`src/rtl/peridot_pfc_arbiter.sv`:
```
// Two-port Avalon-MM front end sharing one PFC register command bus.
// Each transaction runs IDLE -> CMD -> ACK; a new winner is picked only in IDLE.
module peridot_pfc_arbiter #(
   parameter int FIXED_PRIORITY = 0
) (
   input  logic        csi_clk,
   input  logic        rsi_reset,
   input  logic [3:0]  avs_a_address,
   input  logic        avs_a_read,
   input  logic        avs_a_write,
   input  logic [31:0] avs_a_writedata,
   output logic [31:0] avs_a_readdata,
   output logic        avs_a_waitrequest,
   input  logic [3:0]  avs_b_address,
   input  logic        avs_b_read,
   input  logic        avs_b_write,
   input  logic [31:0] avs_b_writedata,
   output logic [31:0] avs_b_readdata,
   output logic        avs_b_waitrequest,
   output logic [36:0] coe_pfc_cmd,
   input  logic [31:0] coe_pfc_resp
);

   typedef enum logic [1:0] {
      ST_IDLE = 2'd0,
      ST_CMD  = 2'd1,
      ST_ACK  = 2'd2
   } state_t;

   localparam logic PORT_A = 1'b0;
   localparam logic PORT_B = 1'b1;

   state_t      state_r;
   state_t      state_s;
   logic        req_a_s;
   logic        req_b_s;
   logic        winner_s;
   logic        win_wr_s;
   logic [3:0]  win_addr_s;
   logic [31:0] win_data_s;
   logic        latch_s;
   logic        capture_s;
   logic        cmd_wr_s;
   logic        wait_a_s;
   logic        wait_b_s;

   logic        last_grant_r;
   logic        cmd_wr_r;
   logic [3:0]  cmd_addr_r;
   logic [31:0] cmd_data_r;
   logic [31:0] rdata_a_r;
   logic [31:0] rdata_b_r;
   logic        wait_a_r;
   logic        wait_b_r;

   assign req_a_s = avs_a_read | avs_a_write;
   assign req_b_s = avs_b_read | avs_b_write;

   // Winner selection; last_grant_r doubles as the granted port of the live transaction.
   always_comb begin
      winner_s = PORT_A;
      if (req_a_s && req_b_s) begin
         if (FIXED_PRIORITY != 0) begin
            winner_s = PORT_A;
         end else begin
            winner_s = (last_grant_r == PORT_A) ? PORT_B : PORT_A;
         end
      end else if (req_b_s) begin
         winner_s = PORT_B;
      end else begin
         winner_s = PORT_A;
      end
   end

   // Mux the winning port's transaction; read+write together counts as a write.
   always_comb begin
      if (winner_s == PORT_B) begin
         win_wr_s   = avs_b_write;
         win_addr_s = avs_b_address;
         win_data_s = avs_b_writedata;
      end else begin
         win_wr_s   = avs_a_write;
         win_addr_s = avs_a_address;
         win_data_s = avs_a_writedata;
      end
   end

   // State register.
   always_ff @(posedge csi_clk or posedge rsi_reset) begin
      if (rsi_reset) begin
         state_r <= ST_IDLE;
      end else begin
         state_r <= state_s;
      end
   end

   // Next-state logic.
   always_comb begin
      state_s = state_r;
      case (state_r)
         ST_IDLE: begin
            if (req_a_s || req_b_s) begin
               state_s = ST_CMD;
            end else begin
               state_s = ST_IDLE;
            end
         end
         ST_CMD:  state_s = ST_ACK;
         ST_ACK:  state_s = ST_IDLE;
         default: state_s = ST_IDLE;
      endcase
   end

   // Output decode: next values for the registered outputs.
   always_comb begin
      latch_s   = 1'b0;
      capture_s = 1'b0;
      cmd_wr_s  = 1'b0;
      wait_a_s  = 1'b1;
      wait_b_s  = 1'b1;
      case (state_r)
         ST_IDLE: begin
            if (req_a_s || req_b_s) begin
               latch_s  = 1'b1;
               cmd_wr_s = win_wr_s;
            end else begin
               latch_s  = 1'b0;
            end
         end
         ST_CMD: begin
            capture_s = ~cmd_wr_r;
            if (last_grant_r == PORT_B) begin
               wait_b_s = 1'b0;
            end else begin
               wait_a_s = 1'b0;
            end
         end
         ST_ACK:  latch_s = 1'b0;
         default: latch_s = 1'b0;
      endcase
   end

   // Transaction latch, write strobe, readdata capture and waitrequest registers.
   always_ff @(posedge csi_clk or posedge rsi_reset) begin
      if (rsi_reset) begin
         last_grant_r <= PORT_B;
         cmd_wr_r     <= 1'b0;
         cmd_addr_r   <= 4'h0;
         cmd_data_r   <= 32'h0;
         rdata_a_r    <= 32'h0;
         rdata_b_r    <= 32'h0;
         wait_a_r     <= 1'b1;
         wait_b_r     <= 1'b1;
      end else begin
         cmd_wr_r <= cmd_wr_s;
         wait_a_r <= wait_a_s;
         wait_b_r <= wait_b_s;
         if (latch_s) begin
            last_grant_r <= winner_s;
            cmd_addr_r   <= win_addr_s;
            cmd_data_r   <= win_data_s;
         end
         if (capture_s) begin
            if (last_grant_r == PORT_B) begin
               rdata_b_r <= coe_pfc_resp;
            end else begin
               rdata_a_r <= coe_pfc_resp;
            end
         end
      end
   end

   assign coe_pfc_cmd       = {cmd_wr_r, cmd_addr_r, cmd_data_r};
   assign avs_a_readdata    = rdata_a_r;
   assign avs_b_readdata    = rdata_b_r;
   assign avs_a_waitrequest = wait_a_r;
   assign avs_b_waitrequest = wait_b_r;

endmodule
```
`config.mk`:
```
export PLATFORM = sky130hd
export DESIGN_NAME = peridot_pfc_arbiter
export DESIGN_NICKNAME = d
export VERILOG_FILES = /design/src/rtl/peridot_pfc_arbiter.sv
export SDC_FILE = /design/constraint.sdc
export NUM_CORES = 1
export LEC_CHECK = 0
export CAP_MARGIN = 25
export CORE_MARGIN = 2
export CORE_UTILIZATION = 44
export CTS_BUF_LIST = sky130_fd_sc_hd__clkbuf_16
export DETAILED_ROUTE_END_ITERATION = 12
export PLACE_DENSITY = 0.91
export SKIP_CTS_REPAIR_TIMING = 1
export SYNTH_ARGS = -nofsm -noshare
export SYNTH_HDL_FRONTEND = slang
export SYNTH_SLANG_ARGS = --single-unit
```
`constraint.sdc`:
```
create_clock -name csi_clk -period 11.4 [get_ports csi_clk]
set_clock_uncertainty 0.15 [all_clocks]
set_input_delay 3.42 -clock csi_clk [delete_from_list [all_inputs] [get_ports csi_clk]]
set_output_delay 3.42 -clock csi_clk [all_outputs]
set_load 0.005 [all_outputs]
```
* After elaboration in Yosys (flattened, before gate mapping)
Index checks and enable logic that the tools add are counted.
Widths: inputs -> output; s select.
** Storage, ports and cells
- Bits in registers :: 106
- Bits of input ports :: 110
- Output and inout port bits :: 103
- Logic and storage cells :: 35
** Cells by class
- Equality and inequality tests :: 1
- Muxes and demuxes :: 16
- Bitwise gates (word level) :: 4
- Reduce and logical (&&, ||, !) cells :: 5
** Operators with widths (number)
- $mux 32 :: 1
- $mux 1 :: 13
- $mux 4 :: 1
- $pmux 2 s2 :: 1
- $reduce_and 2->1 :: 2
- $eq 2x1->1 const B :: 1
- $logic_not 2->1 :: 1
- $not 1->1 :: 2
- $or 1x1->1 :: 2
- $logic_and 1x1->1 :: 1
- $logic_or 1x1->1 :: 1

* Depth between registers and ports, before layout
- Depth in word-level cells :: 6
- Depth in mapped cells :: 6
- Gate-level depth less buffers :: 3

* Worst setup path before layout
OpenSTA, ideal clock, no wires.
- Kind :: input to register
- Start point :: input avs_b_write
- End point :: register cmd_data_r[29]
- Setup time :: 82 ps
- Data arrival time :: 4609 ps
- Data required time :: 11168 ps
- Setup slack :: 6559 ps
- Stages on the path :: 6
- Path buffers :: 3
- Cells stage by stage :: or4_1 > buf_2 > and2_4 > buf_6 > buf_6 > a31oi_1
** On the way
- Longest elaborated chain between the ends :: 4
- Elaborated cells on any way between the ends :: 8
- Classes of those cells :: mux (5); bitwise (1); reduce/logical (2)
** RTL lines
- from (decl) :: line 16 : input logic avs_b_write,
- $or 1x1->1 * :: line 57 : assign req_b_s = avs_b_read | avs_b_write;
- $mux 1, or another cell as far along :: line 68 : end else if (req_b_s) begin
- $mux 1, on equally long branches :: line 62, 123
- $mux 32 or $mux 1 (tied branches) :: line 77, 121
- to (signal assigned) :: line 161 : cmd_data_r <= win_data_s;
- to (decl) :: line 50 : logic [31:0] cmd_data_r;
Every way passes the cells marked *; elsewhere a longest branch is shown, timed or not.
A chain may end at the register's enable or synchronous reset.

* Worst setup path after layout
- Start point :: input avs_b_write
- End point :: register last_grant_r
** On the way
- Longest elaborated chain between the ends :: 4
- Elaborated cells on any way between the ends :: 7
- Classes of those cells :: mux (4); bitwise (1); reduce/logical (2)
** RTL lines
- $or 1x1->1 * :: line 57
- $logic_or 1x1->1 :: line 123 : if (req_a_s || req_b_s) begin
- $mux 1 :: line 123
- $mux 1 :: line 121 : case (state_r)
- to (signal assigned) :: line 159 : last_grant_r <= winner_s;
- to (decl) :: line 47 : logic last_grant_r;
Marked as above.

==> metrics <==
Layout Cells excl Fill 700; Worst Hold Class register to register; Netlist Area Pre-Place 4510 sq um; diodes inserted 0; CTS tree yes; Post-Syn Instances 365; Ports 213; Seq/Total Area, Yosys 59.0%; CTS Sinks 106; Cell variety after synth 24; worst endpoint required time 11510 ps; die area 11100 sq um; Crit Path Max Fanout 39; starting DRC count in detailed routing 276; top cells by count, synth 103 x dfrtp_1, 63 x mux2_2, 37 x o21ai_0; gr usage total 22.5%; Antenna Nets Post-Route 0; unrepaired setup endpoints after global routing no; Finish-stage setup viols 0; via count 3810; layout cells sized above 1 16.0%; leakage 2.76 nW; H-tree levels 3; Area after DPL 6700 sq um; register clock-pin slew on the reported worst setup and hold paths 60 ps; total CTS buffers 9; Pwr Density 267 nW/um^2; average wire per standard cell 17.6 um; largest net degree at the start of global routing 75; Post-Route WL 12.3 mm; later-pin clock latency in the skew report 330 ps; GP Congestion 0.744; WP data arrival 5360 ps; post-synth net total 475; final worst path period need 5250 ps; Filler Cells Inserted 685; max-slew violations 0; Design Area, Final 7030 sq um; final worst path period share 46.1%; DRC 0; global-route wire length before repair 19.7 mm; Post-synth top flop dfrtp_1; crit path capture type register; area grow syn2layout 56.0%; Mapped Avg Cell Area 12.3 sq um; dpl cells 682; final hold vios 0; fmax 190 MHz; top cell type by total area after synthesis dfrtp_1; Synth Warn # 0; Yosys top cell area share 57.2%; most common cell in the netlist dfrtp_1; Synth async-reset ratio 100%; GRT overflow 0; initial antenna violation count 0; Die Y 105 um; status complete, no violations; area of the core 9860 sq um; setup ws final 6150 ps; Clock Path Buffers 2; IO buf count 212; root buffer cell clkbuf_16; Finished Core Util 71.2%; number of max-cap violations 0; Post-synth EDFFs 0; die width 105 um; Least-Margin Pin Slew 875 ps; largest cells by area after synthesis dfrtp_1 57%, mux2_2 16%, nand3b_1 6.0%; Pre-antenna DRT Iters 4; pre-CTS WS 5810 ps; Yosys reg bits 106; drt via density 5.44; Layout Nets 672; Critical Path Source Type input port; vias in the first global route 3759; Relative slew margins 41.7%; # rows 36; Post-DP HPWL 8.86 mm; starting density of the core 45.7%; Hold WS 351 ps; crit path kind input port to register; Setup TNS Final 0 ps; Overall Power 1.88 mW; Worst VDD drop 0.000115 V
placed cells by master, fill, tap and decap left out, types with 2 or more instances in the layout:
cell,instances
nand3b_1,36
dfstp_2,3
dfrtp_1,103
clkbuf_16,9
inv_1,4
o21ai_0,37
nand2_1,2
clkdlybuf4s50_1,212
buf_4,6
mux2_2,63
a21oi_1,36
mux2_1,2
a31oi_1,36
critical path, cell delays in order:
cell             delay [ps]
clkdlybuf4s50_1         470
or4_1                   530
buf_4                   270
and2_4                  340
mux2_2                  310
worst paths after layout:
check                                                from  cells after the start  slack [ps]                              to
setup / recovery                              avs_b_write                      5        6150        last_grant_r$_DFFE_PP1P_
hold / removal             avs_b_readdata[15]$_DFFE_PP0P_                      1         350  avs_b_readdata[15]$_DFFE_PP0P_
setup reg to reg                     state_r[1]$_DFF_PP0_                      4        9410  avs_a_readdata[31]$_DFFE_PP0P_
hold reg to reg            avs_b_readdata[15]$_DFFE_PP0P_                      1         350  avs_b_readdata[15]$_DFFE_PP0P_
max in group asynchronous                       rsi_reset                      3        6570  avs_a_readdata[21]$_DFFE_PP0P_
min in group asynchronous                       rsi_reset                      2        3290  avs_b_readdata[30]$_DFFE_PP0P_
sequential cells by signal (all words and copies together), names as in the netlist:
| name | count |
|---|---|
| last_grant_r | 1 |
| cmd_wr_r | 1 |
| state_r | 2 |
| avs_a_waitrequest | 1 |
| avs_b_readdata | 32 |
| avs_b_waitrequest | 1 |
| cmd_addr_r | 4 |
| avs_a_readdata | 32 |
| cmd_data_r | 32 |
kinds of logic after synthesis:
family                 synth area share, %
muxes                                 16.2
DFF                                   59.0
buffers and inverters                 3.72
AOI/OAI and AO/OA                     13.6
and+or+nand+nor                       7.53
cell type report:
cell class	count	area, sq um	share of cell area, %
Clock buffer	9	225	3.20
Clock inverter	7	57.6	0.819
Inverter	1	6.26	0.0890
Multi-Input combinational cell	224	1700	24.2
Sequential cell	106	2660	37.8
Tap cell	133	166	2.37
Timing Repair Buffer	220	2210	31.5
power breakdown:
part / switching [mW] / internal, mW
combinational: 0.339 / 0.557
sequential: 0.110 / 0.576
clock: 0.126 / 0.167
routing by layer:
layer	wire length (um)	up-vias	track usage, %
met5	0	-	0
met4	151	0	6.10
met3	987	14	5.61
met2	6240	212	38.8
met1	4960	1847	28.0
li1	-	1737	-
Note: power is estimated with default switching activity, not from simulation.
